$ cat src/rtl/drt_device_finder.sv
// Wishbone read master that walks the device ROM table and reports the first
// device whose ID matches a masked request, with its index, offset and size.
module drt_device_finder #(
  parameter logic [31:0] DRT_BASE       = 32'h0000_0000,
  parameter int unsigned HDR_WORDS      = 8,
  parameter int unsigned DEV_WORDS      = 8,
  parameter int unsigned MAX_DEVICES    = 16,
  parameter int unsigned TIMEOUT_CYCLES = 255
) (
  input  logic        clk,
  input  logic        rst,
  input  logic        i_start,
  input  logic [31:0] i_match_id,
  input  logic [31:0] i_match_mask,
  output logic        o_busy,
  output logic        o_done,
  output logic        o_found,
  output logic        o_err,
  output logic [31:0] o_num_devices,
  output logic [7:0]  o_dev_index,
  output logic [31:0] o_dev_mem_off,
  output logic [31:0] o_dev_size,
  output logic        o_wbm_cyc,
  output logic        o_wbm_stb,
  output logic        o_wbm_we,
  output logic [3:0]  o_wbm_sel,
  output logic [31:0] o_wbm_adr,
  output logic [31:0] o_wbm_dat,
  input  logic [31:0] i_wbm_dat,
  input  logic        i_wbm_ack
);

  localparam logic [2:0] S_IDLE = 3'd0;
  localparam logic [2:0] S_HDR  = 3'd1;
  localparam logic [2:0] S_ID   = 3'd2;
  localparam logic [2:0] S_OFF  = 3'd3;
  localparam logic [2:0] S_SZ   = 3'd4;
  localparam logic [2:0] S_DONE = 3'd5;

  localparam logic [31:0] MAX_DEV    = 32'(MAX_DEVICES);
  localparam logic [31:0] HDR_OFF    = 32'(HDR_WORDS);
  localparam logic [31:0] DEV_STRIDE = 32'(DEV_WORDS);
  localparam logic [15:0] TO_LAST    = 16'(TIMEOUT_CYCLES - 1);

  logic [2:0]  state_q, state_d;
  logic [2:0]  pend_q, pend_d;
  logic        rel_q, rel_d;
  logic [7:0]  idx_q, idx_d;
  logic [15:0] tmo_q, tmo_d;
  logic [31:0] id_q, id_d;
  logic [31:0] mask_q, mask_d;
  logic [31:0] num_q, num_d;
  logic [31:0] mem_off_q, mem_off_d;
  logic [31:0] size_q, size_d;
  logic [7:0]  dev_index_q, dev_index_d;
  logic        found_q, found_d;
  logic        err_q, err_d;

  logic        is_read;
  logic        stb;
  logic        hit;
  logic        last_dev;
  logic [31:0] hdr_n;
  logic [31:0] entry;
  logic [31:0] addr;

  assign is_read  = (state_q == S_HDR) || (state_q == S_ID) ||
                    (state_q == S_OFF) || (state_q == S_SZ);
  assign stb      = is_read && !rel_q;
  assign hit      = ((i_wbm_dat ^ id_q) & mask_q) == 32'd0;
  assign last_dev = ({24'd0, idx_q} == (num_q - 32'd1));
  assign hdr_n    = (i_wbm_dat > MAX_DEV) ? MAX_DEV : i_wbm_dat;
  assign entry    = DRT_BASE + HDR_OFF + ({24'd0, idx_q} * DEV_STRIDE);

  always_comb begin
    addr = 32'd0;
    case (state_q)
      S_HDR:   addr = DRT_BASE + 32'd1;
      S_ID:    addr = entry;
      S_OFF:   addr = entry + 32'd2;
      S_SZ:    addr = entry + 32'd3;
      default: addr = 32'd0;
    endcase
  end

  // Each read has a strobe phase (rel_q=0) and an ack-release phase (rel_q=1);
  // the decision taken at ack time is parked in pend_q until ack falls.
  always_comb begin
    state_d     = state_q;
    pend_d      = pend_q;
    rel_d       = rel_q;
    idx_d       = idx_q;
    tmo_d       = tmo_q;
    id_d        = id_q;
    mask_d      = mask_q;
    num_d       = num_q;
    mem_off_d   = mem_off_q;
    size_d      = size_q;
    dev_index_d = dev_index_q;
    found_d     = found_q;
    err_d       = err_q;
    case (state_q)
      S_IDLE: begin
        if (i_start) begin
          state_d     = S_HDR;
          rel_d       = 1'b0;
          tmo_d       = 16'd0;
          idx_d       = 8'd0;
          num_d       = 32'd0;
          mem_off_d   = 32'd0;
          size_d      = 32'd0;
          dev_index_d = 8'd0;
          found_d     = 1'b0;
          err_d       = 1'b0;
          id_d        = i_match_id;
          mask_d      = i_match_mask;
        end
      end
      S_HDR, S_ID, S_OFF, S_SZ: begin
        tmo_d = tmo_q + 16'd1;
        if (!rel_q) begin
          if (i_wbm_ack) begin
            rel_d = 1'b1;
            tmo_d = 16'd0;
            case (state_q)
              S_HDR: begin
                num_d  = hdr_n;
                pend_d = (hdr_n == 32'd0) ? S_DONE : S_ID;
              end
              S_ID: begin
                if (hit) begin
                  pend_d = S_OFF;
                end else if (last_dev) begin
                  pend_d = S_DONE;
                end else begin
                  idx_d  = idx_q + 8'd1;
                  pend_d = S_ID;
                end
              end
              S_OFF: begin
                mem_off_d = i_wbm_dat;
                pend_d    = S_SZ;
              end
              default: begin
                size_d      = i_wbm_dat;
                found_d     = 1'b1;
                dev_index_d = idx_q;
                pend_d      = S_DONE;
              end
            endcase
          end else if (tmo_q == TO_LAST) begin
            err_d   = 1'b1;
            found_d = 1'b0;
            state_d = S_DONE;
          end
        end else begin
          if (!i_wbm_ack) begin
            state_d = pend_q;
            rel_d   = 1'b0;
            tmo_d   = 16'd0;
          end else if (tmo_q == TO_LAST) begin
            err_d   = 1'b1;
            found_d = 1'b0;
            state_d = S_DONE;
          end
        end
      end
      S_DONE:  state_d = S_IDLE;
      default: state_d = S_IDLE;
    endcase
  end

  always_ff @(posedge clk or posedge rst) begin
    if (rst) begin
      state_q     <= S_IDLE;
      pend_q      <= S_IDLE;
      rel_q       <= 1'b0;
      idx_q       <= 8'd0;
      tmo_q       <= 16'd0;
      id_q        <= 32'd0;
      mask_q      <= 32'd0;
      num_q       <= 32'd0;
      mem_off_q   <= 32'd0;
      size_q      <= 32'd0;
      dev_index_q <= 8'd0;
      found_q     <= 1'b0;
      err_q       <= 1'b0;
    end else begin
      state_q     <= state_d;
      pend_q      <= pend_d;
      rel_q       <= rel_d;
      idx_q       <= idx_d;
      tmo_q       <= tmo_d;
      id_q        <= id_d;
      mask_q      <= mask_d;
      num_q       <= num_d;
      mem_off_q   <= mem_off_d;
      size_q      <= size_d;
      dev_index_q <= dev_index_d;
      found_q     <= found_d;
      err_q       <= err_d;
    end
  end

  assign o_busy        = (state_q != S_IDLE);
  assign o_done        = (state_q == S_DONE);
  assign o_found       = found_q;
  assign o_err         = err_q;
  assign o_num_devices = num_q;
  assign o_dev_index   = dev_index_q;
  assign o_dev_mem_off = mem_off_q;
  assign o_dev_size    = size_q;
  assign o_wbm_cyc     = stb;
  assign o_wbm_stb     = stb;
  assign o_wbm_we      = 1'b0;
  assign o_wbm_sel     = 4'hF;
  assign o_wbm_adr     = stb ? addr : 32'd0;
  assign o_wbm_dat     = 32'd0;

endmodule

$ cat config.mk
export PLATFORM = sky130hd
export DESIGN_NAME = drt_device_finder
export DESIGN_NICKNAME = d
export VERILOG_FILES = /design/src/rtl/drt_device_finder.sv
export SDC_FILE = /design/constraint.sdc
export NUM_CORES = 1
export LEC_CHECK = 0
export CORE_ASPECT_RATIO = 0.8
export CORE_UTILIZATION = 35
export CTS_CLUSTER_DIAMETER = 120
export DETAILED_ROUTE_END_ITERATION = 6
export HOLD_SLACK_MARGIN = 0.15
export PLACE_DENSITY = 0.59
export SETUP_SLACK_MARGIN = 0.4
export SYNTH_ARGS = -nofsm -noshare
export SYNTH_HDL_FRONTEND = slang
export SYNTH_SLANG_ARGS = --single-unit
$ cat constraint.sdc
create_clock -name clk -period 10.3 [get_ports clk]
set_input_delay 2.575 -clock clk [delete_from_list [all_inputs] [get_ports clk]]
set_output_delay 2.575 -clock clk [all_outputs]
set_load 0.005 [all_outputs]
* Word-level counts from Yosys, hierarchy flattened
Cells that the tools add are included.
** Cells by class
- Add/subtract/negate cells :: 6
- Order comparisons :: 1
- Eq/ne operators :: 19
- Muxes and demuxes :: 56
- Bitwise operators :: 3
- Reductions and logical operators :: 22
** Operators by type and width (number)
- $mux 32 :: 12
- $pmux 32 s2 :: 3
- $mux 8 :: 9
- $logic_not 32->1 :: 2
- $mux 16 :: 4
- $pmux 13 s4 :: 1
- $and 32x32->32 :: 1
- $eq 8x32->1 :: 1
- $gt 32x5->1 const B :: 1
- $pmux 16 s2 :: 1
- $pmux 8 s2 :: 2
- $sub 32x1->32 const B :: 1
- $xor 32x32->32 :: 1
- $add 12x2->13 const B :: 2
- $mux 3 :: 8
- $ne 2x2->1 const B :: 9
- $add 16x1->16 const B :: 1
- $eq 16x8->1 const B :: 1
- $reduce_and 5->1 :: 3
- $add 4x11->12 const A :: 1
- $mux 1 :: 11
- $pmux 3 s3 :: 1
- $add 8x1->8 const B :: 1
- $reduce_and 4->1 :: 2
- other kinds (19) :: 28
** Word-level totals
- Flip-flop bits (word level) :: 201
- Bits of input ports :: 100
- Logic and storage cells :: 120

* Depth between registers and ports, before layout
Gate-level depths: netlist of the first run.
- Depth after elaboration :: 8
- Depth in mapped cells :: 10

* Least setup slack after synthesis of the first run
OpenSTA, ideal clock, no wires.
- Path type :: in2reg
- From :: in i_wbm_dat[2]
- To :: reg idx_q[5]
- Setup time :: 120 ps
- Arrival :: 4077 ps
- Data required time :: 10180 ps
- Setup slack :: 6103 ps
- Stages on the path :: 7
- Path buffers :: 0
- Cells stage by stage :: xor2_1 > a22oi_1 > nand4_1 > nor4_1 > nor4_1 > a32o_1 > a31o_1
** Between the ends
- Longest elaborated chain between the ends :: 5
** Ends and longest elaborated chain
- from (decl) :: RTL line 29 : input logic [31:0] i_wbm_dat,
- $xor 32x32->32 :: RTL line 70 : assign hit = ((i_wbm_dat ^ id_q) & mask_q) == 32'd0;
- $and 32x32->32 :: RTL line 70
- $logic_not 32->1 :: RTL line 70
- $ne 2x2->1 (no line)
- $reduce_and 7->1 (no line)
- to (signal assigned) :: RTL line 192 : idx_q <= idx_d;
- to (decl) :: RTL line 48 : logic [7:0] idx_q, idx_d;
No other way between the ends.
A chain may end at the register's enable or synchronous reset.

* Worst setup path in the final report of the first run
- From :: reg state_q[0]
- To :: out o_wbm_adr[11]
** Between the ends
- Longest elaborated chain between the ends :: 6
** Ends and longest elaborated chain
- from (decl) :: RTL line 45 : logic [2:0] state_q, state_d;
- from (signal assigned) :: RTL line 189 : state_q <= state_d;
- $eq 3x1->1 or $eq 3x2->1 (tied branches) :: RTL line 67, 77
- $logic_or 1x1->1 (2 in series) :: RTL line 67 : assign is_read = (state_q == S_HDR) || (state_q == S_ID) ||
- $logic_or 1x1->1 :: RTL line 68 : (state_q == S_OFF) || (state_q == S_SZ);
- $logic_and 1x1->1 :: RTL line 69 : assign stb = is_read && !rel_q;
- $mux 32 (*) :: RTL line 217 : assign o_wbm_adr = stb ? addr : 32'd0;
- to (decl) :: RTL line 27 : output logic [31:0] o_wbm_adr,
Mark *: on every way between the ends. The rest lies on a longest branch, timed or not.

==> impl_results.rst, run 1 <==
.. list-table::
   :header-rows: 1

   * - Metric
     - Value
   * - Number of synthesized flops with an enable pin
     - 0
   * - Clock period minus final worst setup slack
     - 5.46 ns
   * - Worst-Skew Late Latency
     - 0.51 ns
   * - Count of boundary I/O pins
     - 279
   * - Average wire per standard cell
     - 18.1 um
   * - Register-to-register setup slack
     - 7.64 ns
   * - All-layer global routing usage
     - 20.5%
   * - Core ar.
     - 26500 um2
   * - Number of hold-slack violations in the final timing report
     - 0
   * - Leading cell type in the layout, fill and taps excluded
     - nand2_1
   * - Max-capacitance violation count
     - 0
   * - Number of iterations in the first detailed-routing pass
     - 5
   * - Number of H-tree levels
     - 1
   * - Mapped cell area
     - 9520 um2
   * - PostCTS Resize Cnt
     - 0
   * - Number of global-route vias before repair
     - 7387
   * - Post-route fraction of the period consumed by the critical path
     - 53.0%
   * - Switching share of total power
     - 34.9%
   * - Power share of the sequential group
     - 37.7%
   * - Vias
     - 7618
   * - Crit path capture type
     - primary output
   * - Pin slew with the least headroom to its limit
     - 1.08 ns
   * - Site row count
     - 53
   * - Number of sinks on the clock net
     - 201
   * - Flip-flop and latch count after synthesis
     - 201
   * - Remaining antenna violation count after routing
     - 0
   * - Highest-count cells in the layout ignoring fill and taps
     - nand2_1 (298), clkdlybuf4s50_1 (220), dfrtp_1 (201), o21ai_0 (61), conb_1 (58)
   * - Bufs on Longest Clock Path
     - 3
   * - Worst relative slew slack
     - 27.5%
   * - Yosys synthesis warning count
     - 0
   * - Most used flip-flop cell after synthesis
     - dfrtp_1
   * - Maximum net fanout on the critical path
     - 12
   * - Setup clock skew after layout
     - 0.00653 ns
   * - Launching element type of the critical path
     - flop
   * - NetSw
     - 1.10 mW
   * - CTS root buf
     - clkbuf_16
   * - Clock tree from TritonCTS
     - yes
   * - Clock slew at the register clock pins of the worst setup and hold paths
     - 0.06 ns
   * - GPL Wtd Cong
     - 0.836
   * - Sum of negative setup slack
     - 0 ns
   * - Ratio of total power to cell area
     - 249 nW/um2
   * - HPWL Detailed
     - 20700 um
   * - Max-slew violation count
     - 0
   * - Area enclosed by the die boundary
     - 27900 um2
   * - Critical setup path kind
     - flop to primary output
   * - Static power due to leakage
     - 5.96 nW
   * - Port Buffer Count
     - 220
   * - DRC violation count after routing
     - 0
   * - Clock share of power
     - 28.6%
   * - Fraction of the yosys area taken by sequential cells
     - 52.8%
   * - Share of post-route cells with drive strength above 1
     - 4.88%
   * - Filler cell count
     - 2546
   * - Quantity of hold-fixing buffers added after cts
     - 0
   * - Layout overhead on the synthesized area
     - 33.0%
   * - Area of combinational cells with multiple inputs
     - 4050 um2
   * - Run status
     - completed
   * - Starting density of the core
     - 35.9%
   * - Async SR Flop Fraction
     - 100%
   * - Residual overflow from global routing
     - 0
   * - Setup-violating endpoint count in the final report
     - 0
   * - Max VDD drop
     - 0.172 mV
   * - Gate power share
     - 33.7%
   * - Postcts setup bufs
     - 0
   * - Average footprint of a synthesized cell
     - 9.40 um2
   * - Largest net degree at the start of global routing
     - 125
   * - Initial antenna violation count
     - 0
   * - Wire length reported by the detailed router
     - 28700 um
   * - Number of design-rule violations left by the first detailed-router iteration
     - 487
   * - Data required, critical path
     - 7.73 ns
   * - Int Power
     - 2.06 mW
   * - Antenna Diode Count
     - 0
   * - Die width
     - 186 um
   * - Total area of sequential cells
     - 5030 um2
   * - Height of the die
     - 150 um
   * - Achievable frequency
     - 183 MHz
   * - Class of the most critical hold timing path
     - flop to flop
   * - Global-route wire length before repair
     - 44300 um
   * - Distinct cells, synth
     - 57
   * - WP data arrival
     - 2.89 ns
   * - Avg Vias per Cell
     - 4.80
   * - Utilization of the core after routing
     - 47.8%
   * - Number of buffers inserted during clock tree synthesis
     - 23
   * - Setup repair after global routing missed its margin
     - no
   * - Post-layout nets
     - 1317
   * - Synthesized netlist cell count
     - 1013
## logic make-up after synthesis
family	synth area share (%)
muxes	0.854
other	0.0789
adders and majority gates	0.526
AOI/OAI and AO/OA	11.9
xor gates and xnor gates	4.69
buffers and inverters	6.98
DFF	52.8
and+or+nand+nor	22.1
## area by class of cell
class | count | area share (%)
Inverter | 11 | 0.385
Clock inverter | 12 | 1.49
Sequential cell | 201 | 39.7
Timing Repair Buffer | 226 | 17.7
Tap cell | 357 | 3.53
Clock buffer | 30 | 5.15
Multi-Input combinational cell | 750 | 32.0
## registers in the layout, summed over array words and instances (netlist names)
register       cells
tmo_q             16
rel_q              1
o_dev_size        32
o_dev_mem_off     32
o_err              1
idx_q              8
o_found            1
o_dev_index        8
id_q              32
pend_q             3
mask_q            32
state_q            3
o_num_devices     32
## critical path, stage by stage, from the launching register on
cell and delay, ns:
dfrtp_1 0.53, nor2_1 0.47, nand2_1 0.26, a21o_1 0.32, nor3_1 0.25, clkdlybuf4s50_1 0.54
## power by group through the flow
stage                     clock, mW  sequential, mW  combinational (mW)
final                         0.902            1.19                1.06
after global routing          0.951            1.22                1.19
after CTS                     0.925            1.19                1.08
after detailed placement          0            1.20                1.07
after global placement            0            1.20                1.06
after floorplan                   0            1.15               0.638
## metrics by stage
stage	cells	area [um2]	setup slack, ns	hold WS (ns)	power, mW
final	1587	12700	4.84	0.473	3.16
after global routing	1587	12700	4.68	0.501	3.36
after floorplan	1069	9730	2.24	0.446	1.79
after global placement	1545	11800	5.31	0.459	2.26
after detailed placement	1545	11800	5.30	0.464	2.28
after CTS	1587	12700	4.84	0.479	3.19
## synthesized netlist by cell type, drive strengths merged (11+ instances only)
master	number	area (um2)
buf	66	469
xor2	41	359
nor2	37	139
nand2	301	1130
and3	12	75.1
and2	28	175
inv	11	41.3
o21ai	62	310
nand3	19	95.1
a22oi	17	128
clkbuf	41	154
nor4	18	149
a22o	45	394
dfrtp	201	5030
## routing by layer
metal / up-vias / wire (um) / global-route usage [%] / share of wire [%]
met4: 0 / 574 / 4.42 / 2.0
li1: 3713 / - / - / -
met3: 40 / 1590 / 4.32 / 5.5
met2: 212 / 12100 / 28.5 / 42
met1: 3653 / 14500 / 31.9 / 50
met5: - / 0 / 0 / 0
## final timing paths
kind,start,depth (start not counted),endpoint
max in group asynchronous,rst,3,id_q[13]$_DFFE_PP0P_
setup / recovery,state_q[0]$_DFFE_PP0P_,5,o_wbm_adr[11]
setup reg to reg,state_q[0]$_DFFE_PP0P_,6,tmo_q[15]$_DFFE_PP0P_
hold / removal,mask_q[22]$_DFFE_PP0P_,2,mask_q[22]$_DFFE_PP0P_
hold reg to reg,mask_q[22]$_DFFE_PP0P_,2,mask_q[22]$_DFFE_PP0P_
min in group asynchronous,rst,2,id_q[7]$_DFFE_PP0P_
Note: power is estimated with default switching activity, not from simulation.
==> inputs of run 2 (changes only) <==
--- a/config.mk
+++ b/config.mk
@@ -10,7 +10,7 @@
 export CTS_CLUSTER_DIAMETER = 120
 export DETAILED_ROUTE_END_ITERATION = 6
 export HOLD_SLACK_MARGIN = 0.15
-export PLACE_DENSITY = 0.59
+export PLACE_DENSITY = 0.61
 export SETUP_SLACK_MARGIN = 0.4
 export SYNTH_ARGS = -nofsm -noshare
 export SYNTH_HDL_FRONTEND = slang
==> constraint.sdc (replaced) <==
create_clock -name clk -period 4.7 [get_ports clk]
set_input_delay 1.175 -clock clk [delete_from_list [all_inputs] [get_ports clk]]
set_output_delay 1.175 -clock clk [all_outputs]
set_load 0.005 [all_outputs]
==> run 2 against run 1 <==
Against the previous run: sequential share of layout area is 0.18 points higher; clock power is 93% higher; non-clock buffer count is 5 higher; first-iteration DRC count is 6.4% higher; cell area is 0.44% lower; register-to-register slack worse by 5.7 ns; global-route usage is 0.17 points higher; total power is 110% higher; clock skew is 0.0072 ns higher; worst setup slack worse by 4.1 ns; critical path type unchanged; largest power group unchanged.
==> impl_results.rst, run 2 (same netlist as run 1, synthesis figures left out) <==
.. list-table::
   :header-rows: 1

   * - Metric
     - Value
   * - Height of the die
     - 150 um (unchanged)
   * - Initial antenna violation count
     - 0 (unchanged)
   * - Quantity of hold-fixing buffers added after cts
     - 0 (unchanged)
   * - Achievable frequency
     - 250 MHz
   * - Sum of negative setup slack
     - 0 ns (unchanged)
   * - Worst-path cell chain
     - nor2_1 -> nand2_1 -> a21o_1 -> nor3_1 -> clkdlybuf4s50_1
   * - Number of global-route vias before repair
     - 7504 (+1.6%)
   * - Filler cell count
     - 2552 (+0.24%)
   * - Global-route wire length before repair
     - 44900 um (+1.3%)
   * - Overall power after layout
     - 6.70 mW (+110%)
   * - Number of buffer and inverter stages on the critical path
     - 1 (unchanged)
   * - Setup clock skew after layout
     - 0.0137 ns (+0.00717 ns)
   * - Crit path capture type
     - primary output
   * - Die width
     - 186 um (unchanged)
   * - Max-capacitance violation count
     - 0 (unchanged)
   * - Int Power
     - 4.28 mW (+110%)
   * - DRC violation count after routing
     - 0 (unchanged)
   * - Setup repair after global routing missed its margin
     - no
   * - Kind of cell adding the most delay to the critical path
     - simple AND/OR/NAND/NOR gates
   * - Most Crowded Layer GR
     - met1
   * - Hold Path Origin
     - o_dev_mem_off[9]$_DFFE_PP0P_
   * - Highest-count cells in the layout ignoring fill and taps
     - nand2_1 (298), clkdlybuf4s50_1 (220), dfrtp_1 (201), o21ai_0 (61), conb_1 (58)
   * - Met2 track demand over resource
     - 29.2% (+0.65 points)
   * - NetSw
     - 2.42 mW (+120%)
   * - Number of design-rule violations left by the first detailed-router iteration
     - 518 (+6.4%)
   * - Post-Place Cells
     - 1550 (+0.32%)
   * - Ratio of total power to cell area
     - 531 nW/um2 (+110%)
   * - Gate power share
     - 35.2% (+1.5 points)
   * - Worst relative slew slack
     - 27.1% (-0.33 points)
   * - Remaining antenna violation count after routing
     - 0 (unchanged)
   * - Number of H-tree levels
     - 1 (unchanged)
   * - Critical setup path kind
     - flop to primary output
   * - Port Buffer Count
     - 220 (unchanged)
   * - Run status
     - completed
   * - Power share of the sequential group
     - 38.9% (+1.2 points)
   * - Area enclosed by the die boundary
     - 27900 um2 (unchanged)
   * - Residual overflow from global routing
     - 0 (unchanged)
   * - Number of iterations in the first detailed-routing pass
     - 4 (-1)
   * - Setup-violating endpoint count in the final report
     - 0 (unchanged)
   * - Share of post-route cells with drive strength above 1
     - 5.11% (+0.23 points)
   * - GPL Wtd Cong
     - 0.843 (+0.78%)
   * - WP data arrival
     - 2.82 ns (-0.07 ns)
   * - Number of buffers inserted during clock tree synthesis
     - 22 (-4.3%)
   * - Clock period minus final worst setup slack
     - 4.00 ns
   * - Avg Vias per Cell
     - 4.91 (+2.3%)
   * - Utilization of the core after routing
     - 47.5% (-0.21 points)
   * - Layout overhead on the synthesized area
     - 32.4%
   * - Antenna Diode Count
     - 0 (unchanged)
   * - Wire length reported by the detailed router
     - 29000 um (+0.70%)
   * - Number of sinks on the clock net
     - 201 (unchanged)
   * - Post-route fraction of the period consumed by the critical path
     - 85.1%
   * - Post-layout nets
     - 1321 (+0.30%)
   * - Slowest Stage Delay on Critical Path
     - 0.53 ns (about the same)
   * - Clock tree from TritonCTS
     - yes
   * - Pin slew with the least headroom to its limit
     - 1.08 ns (+0.00486 ns)
   * - Met3 track demand over resource
     - 3.42% (-0.89 points)
   * - Site row count
     - 53 (unchanged)
   * - Clock slew at the register clock pins of the worst setup and hold paths
     - 0.06 ns (about the same)
   * - Number of hold-slack violations in the final timing report
     - 0 (unchanged)
   * - Core ar.
     - 26500 um2 (unchanged)
   * - Max VDD drop
     - 0.252 mV (+47%)
   * - Bufs on Longest Clock Path
     - 3 (unchanged)
   * - Slowest library cell on the worst path
     - dfrtp_1
   * - All-layer global routing usage
     - 20.6% (+0.17 points)
   * - PostCTS Resize Cnt
     - 0 (unchanged)
   * - Class of the most critical hold timing path
     - flop to flop
   * - Leading cell type in the layout, fill and taps excluded
     - nand2_1
   * - Critical Path Start
     - state_q[0]$_DFFE_PP0P_
   * - Starting density of the core
     - 35.9% (unchanged)
   * - Launching element type of the critical path
     - flop
   * - Vias
     - 7808 (+2.5%)
   * - Switching share of total power
     - 36.1% (+1.2 points)
   * - HPWL Detailed
     - 20900 um (+0.59%)
   * - Worst-Skew Late Latency
     - 0.51 ns (about the same)
   * - Data required, critical path
     - 3.52 ns (-4.21 ns)
   * - Static power due to leakage
     - 5.94 nW (-0.38%)
   * - Postcts setup bufs
     - 0 (unchanged)
   * - Routing usage on met1
     - 32.2% (+0.29 points)
   * - Maximum net fanout on the critical path
     - 12 (unchanged)
   * - Max-slew violation count
     - 0 (unchanged)
   * - Clock share of power
     - 25.9% (-2.7 points)
   * - Critical register-to-register path startpoint
     - state_q[0]$_DFFE_PP0P_
   * - Largest net degree at the start of global routing
     - 77 (-38%)
   * - CTS root buf
     - clkbuf_16
   * - Number of cells in the finished layout apart from fillers
     - 1590 (+0.19%)
   * - Average wire per standard cell
     - 18.2 um (+0.51%)
   * - Count of boundary I/O pins
     - 279 (unchanged)
## run 2: area by class of cell
cell class              count  area, um2  share of cell area [%]
flip-flops and latches    201       5030                    39.9
multi-input cells         750       4050                    32.1
repair buffers            231       2310                    18.3
clock buffers              27        599                    4.75
well taps                 357        447                    3.54
clock inverters            13        126                    1.00
inverters                  11       45.0                   0.357
## run 2: worst paths after layout
check,end,slack (ns),cells past startpoint
max,o_wbm_adr[11],0.70,5
min,o_dev_mem_off[9]$_DFFE_PP0P_,0.48,2
max reg2reg,tmo_q[2]$_DFFE_PP0P_,1.96,8
min reg2reg,o_dev_mem_off[9]$_DFFE_PP0P_,0.48,2
max in group asynchronous,o_dev_size[30]$_DFFE_PP0P_,2.86,3
min in group asynchronous,tmo_q[4]$_DFFE_PP0P_,1.07,2
## run 2: tightest hold or removal path, delay by kind of cell, from the launching register on
kind	cells	cell delay [ns]
simple gates	1	0.04
flops	1	0.34
compound gates	1	0.06
## run 2: power by group through the flow
| stage | registers [mW] | clock network (mW) | logic (mW) |
|---|---|---|---|
| 2_1_floorplan | 2.53 | 0 | 1.40 |
| 3_3_place_gp | 2.61 | 0 | 2.33 |
| 3_5_place_dp | 2.63 | 0 | 2.36 |
| 4_1_cts | 2.60 | 1.78 | 2.37 |
| 5_1_grt | 2.68 | 1.84 | 2.64 |
| 6_report | 2.61 | 1.74 | 2.36 |
## run 2: layer usage
layer	up-vias	wire length (um)	share of wire [%]
li1	3742	-	-
met1	3799	14800	51
met2	231	12200	42
met3	36	1320	4.6
met4	0	695	2.4
met5	-	0	0
## run 2: per-stage QoR
stage	setup slack (ns)	hold slack, ns	cell area, um2
after CTS	0.704	0.479	12600
after global placement	0.879	0.458	11900
after floorplan	0.923	0.446	9740
after global routing	0.509	0.501	12600
final	0.702	0.476	12600
after detailed placement	0.960	0.464	11900
==> inputs of run 3 (changes only) <==
--- a/config.mk
+++ b/config.mk
@@ -10,7 +10,8 @@
 export CTS_CLUSTER_DIAMETER = 120
 export DETAILED_ROUTE_END_ITERATION = 6
 export HOLD_SLACK_MARGIN = 0.15
-export PLACE_DENSITY = 0.61
+export MAX_ROUTING_LAYER = met4
+export PLACE_DENSITY = 0.59
 export SETUP_SLACK_MARGIN = 0.4
 export SYNTH_ARGS = -nofsm -noshare
 export SYNTH_HDL_FRONTEND = slang
==> constraint.sdc (replaced) <==
create_clock -name clk -period 3.73 [get_ports clk]
set_input_delay 0.9325 -clock clk [delete_from_list [all_inputs] [get_ports clk]]
set_output_delay 0.9325 -clock clk [all_outputs]
set_load 0.005 [all_outputs]
==> run 3 against run 2 <==
Against the previous run: sequential share of layout area fell by 0.71 points; cell area rose by 1.9%; critical path depth unchanged; global-route usage grew 0.50 points; worst setup slack worse by 0.22 ns; routed wire length is 0.23% higher; via count about the same; largest power group unchanged; critical path type unchanged; largest cell class unchanged; combinational power is 30% higher; sequential power up 27%; non-clock buffer count grew 14; total power grew 32%.
==> impl_results.rst, run 3 (same netlist as run 1, synthesis figures left out) <==
.. list-table::
   :header-rows: 1

   * - Metric
     - Value
   * - Run status
     - completed
   * - CTS root buf
     - clkbuf_16
   * - Antenna Diode Count
     - 0 (unchanged)
   * - Slowest library cell on the worst path
     - clkdlybuf4s50_1
   * - Critical Path Start
     - state_q[0]$_DFFE_PP0P_
   * - Class of the most critical hold timing path
     - flop to flop
   * - Max VDD drop
     - 0.357 mV (+41%)
   * - Site row count
     - 53 (unchanged)
   * - Area of combinational cells with multiple inputs
     - 4090 um2 (+0.86%)
   * - Kind of cell adding the most delay to the critical path
     - buffers and inverters
   * - Post-Place Cells
     - 1556 (+0.39%)
   * - Hold Path Origin
     - o_dev_mem_off[19]$_DFFE_PP0P_
   * - Post-route fraction of the period consumed by the critical path
     - 87.0%
   * - Global-route wire length before repair
     - 44300 um (-1.2%)
   * - Cell count of the worst reg-to-reg path
     - 8 (unchanged)
   * - Setup repair after global routing missed its margin
     - yes
   * - Height of the die
     - 150 um (unchanged)
   * - Number of hold-slack violations in the final timing report
     - 0 (unchanged)
   * - Number of global-route vias before repair
     - 7395 (-1.5%)
   * - Largest net degree at the start of global routing
     - 98 (+27%)
   * - Average wire per standard cell
     - 18.1 um (-0.58%)
   * - Number of iterations in the first detailed-routing pass
     - 4 (unchanged)
   * - WP data arrival
     - 2.31 ns (-0.51 ns)
   * - Clock period minus final worst setup slack
     - 3.25 ns
   * - Critical setup path kind
     - flop to primary output
   * - Number of sinks on the clock net
     - 201 (unchanged)
   * - Starting density of the core
     - 35.9% (unchanged)
   * - Number of buffer and inverter stages on the critical path
     - 1 (unchanged)
   * - Filler cell count
     - 2534 (-0.71%)
   * - Avg Vias per Cell
     - 4.87 (-0.77%)
   * - Data required, critical path
     - 2.80 ns (-0.72 ns)
   * - Crit path capture type
     - primary output
   * - Setup clock skew after layout
     - 0.0109 ns (-0.00281 ns)
   * - Residual overflow from global routing
     - 0 (unchanged)
   * - Max-slew violation count
     - 0 (unchanged)
   * - Cell depth of the worst setup path
     - 5 (unchanged)
   * - Clock tree from TritonCTS
     - yes
   * - Initial antenna violation count
     - 0 (unchanged)
   * - Leading cell type in the layout, fill and taps excluded
     - nand2_1
   * - Clock slew at the register clock pins of the worst setup and hold paths
     - 0.06 ns (about the same)
   * - Layout overhead on the synthesized area
     - 35.0%
   * - Static power due to leakage
     - 6.03 nW (+1.6%)
   * - Total area of sequential cells
     - 5040 um2 (+0.12%)
   * - Number of buffers inserted during clock tree synthesis
     - 22 (unchanged)
   * - Setup-violating endpoint count in the final report
     - 0 (unchanged)
   * - GPL Wtd Cong
     - 0.851 (+0.95%)
   * - Pin slew with the least headroom to its limit
     - 0.857 ns (-0.227 ns)
   * - DRC violation count after routing
     - 0 (unchanged)
   * - Slowest Stage Delay on Critical Path
     - 0.53 ns (about the same)
   * - Ratio of total power to cell area
     - 685 nW/um2 (+29%)
   * - Die width
     - 186 um (unchanged)
   * - Share of post-route cells with drive strength above 1
     - 7.14% (+2.0 points)
   * - Number of design-rule violations left by the first detailed-router iteration
     - 618 (+19%)
   * - Area enclosed by the die boundary
     - 27900 um2 (unchanged)
   * - Worst-Skew Late Latency
     - 0.51 ns (about the same)
   * - Sum of negative setup slack
     - 0 ns (unchanged)
   * - Worst relative slew slack
     - 42.8% (+16 points)
   * - Critical register-to-register path startpoint
     - state_q[0]$_DFFE_PP0P_
   * - Bufs on Longest Clock Path
     - 3 (unchanged)
   * - Worst-path cell chain
     - nor2_1 -> nand2_2 -> a21o_4 -> nor3_1 -> clkdlybuf4s50_1
   * - Achievable frequency
     - 308 MHz
   * - Remaining antenna violation count after routing
     - 0 (unchanged)
   * - All-layer global routing usage
     - 21.1% (+0.50 points)
   * - Launching element type of the critical path
     - flop
   * - Worst hold stages
     - 2 (unchanged)
   * - Maximum net fanout on the critical path
     - 12 (unchanged)
   * - Max-capacitance violation count
     - 0 (unchanged)
   * - Number of cells in the finished layout apart from fillers
     - 1603 (+0.82%)
   * - Count of boundary I/O pins
     - 279 (unchanged)
   * - Highest-count cells in the layout ignoring fill and taps
     - nand2_1 (295), clkdlybuf4s50_1 (220), dfrtp_1 (196), o21ai_0 (61), conb_1 (58)
   * - Post-layout nets
     - 1335 (+1.1%)
   * - Hold_ws
     - 0.475 ns (-0.00123 ns)
   * - Vias
     - 7811 (+0.038%)
   * - Utilization of the core after routing
     - 48.5% (+0.92 points)
   * - HPWL Detailed
     - 21300 um (+2.0%)
   * - Core ar.
     - 26500 um2 (unchanged)
   * - Port Buffer Count
     - 220 (unchanged)
   * - Wire length reported by the detailed router
     - 29000 um (+0.23%)
   * - Number of H-tree levels
     - 1 (unchanged)
-- run 3: cell type report --
type	count	area share [%]
clock buffers	32	4.96
clock inverters	7	1.33
inverters	11	0.370
multi-input cells	750	31.8
flip-flops and latches	201	39.2
well taps	357	3.47
repair buffers	245	18.9
-- run 3: worst paths after layout --
kind	to	slack (ns)
setup / recovery	o_wbm_adr[11]	0.48
max in group asynchronous	id_q[30]$_DFFE_PP0P_	2.03
hold / removal	o_dev_mem_off[19]$_DFFE_PP0P_	0.48
setup reg to reg	tmo_q[5]$_DFFE_PP0P_	1.11
min in group asynchronous	id_q[3]$_DFFE_PP0P_	0.81
hold reg to reg	o_dev_mem_off[19]$_DFFE_PP0P_	0.48
-- run 3: what timing repair did --
item,in CTS,in global routing
setup buffers,3,5
resized for setup,11,8
setup endpoints to repair,11,5
pin swaps,0,0
cloned,0,0
hold buffers,0,0
-- run 3: tightest hold or removal path, stage by stage, from the launching register on --
cell     delay [ns]
dfrtp_1        0.34
nand2_1        0.04
o21ai_0        0.06
-- run 3: power by group --
group,total [mW],switching (mW),internal (mW)
registers,3.32,0.497,2.82
clock network,2.42,0.892,1.53
logic,3.07,1.70,1.37
-- run 3: per-layer routing --
layer | wire, um | track usage [%]
met2 | 12100 | 28.9
met5 | 0 | -
met4 | 673 | 5.33
met1 | 14800 | 31.9
met3 | 1430 | 3.66
-- run 3: stage by stage --
stage	area, um2	total power, mW	setup slack (ns)
after floorplan	9740	4.94	0.195
after global placement	11900	6.32	0.318
after detailed placement	11900	6.36	0.314
after CTS	12800	8.85	0.388
after global routing	12900	9.37	0.364
final	12900	8.81	0.484
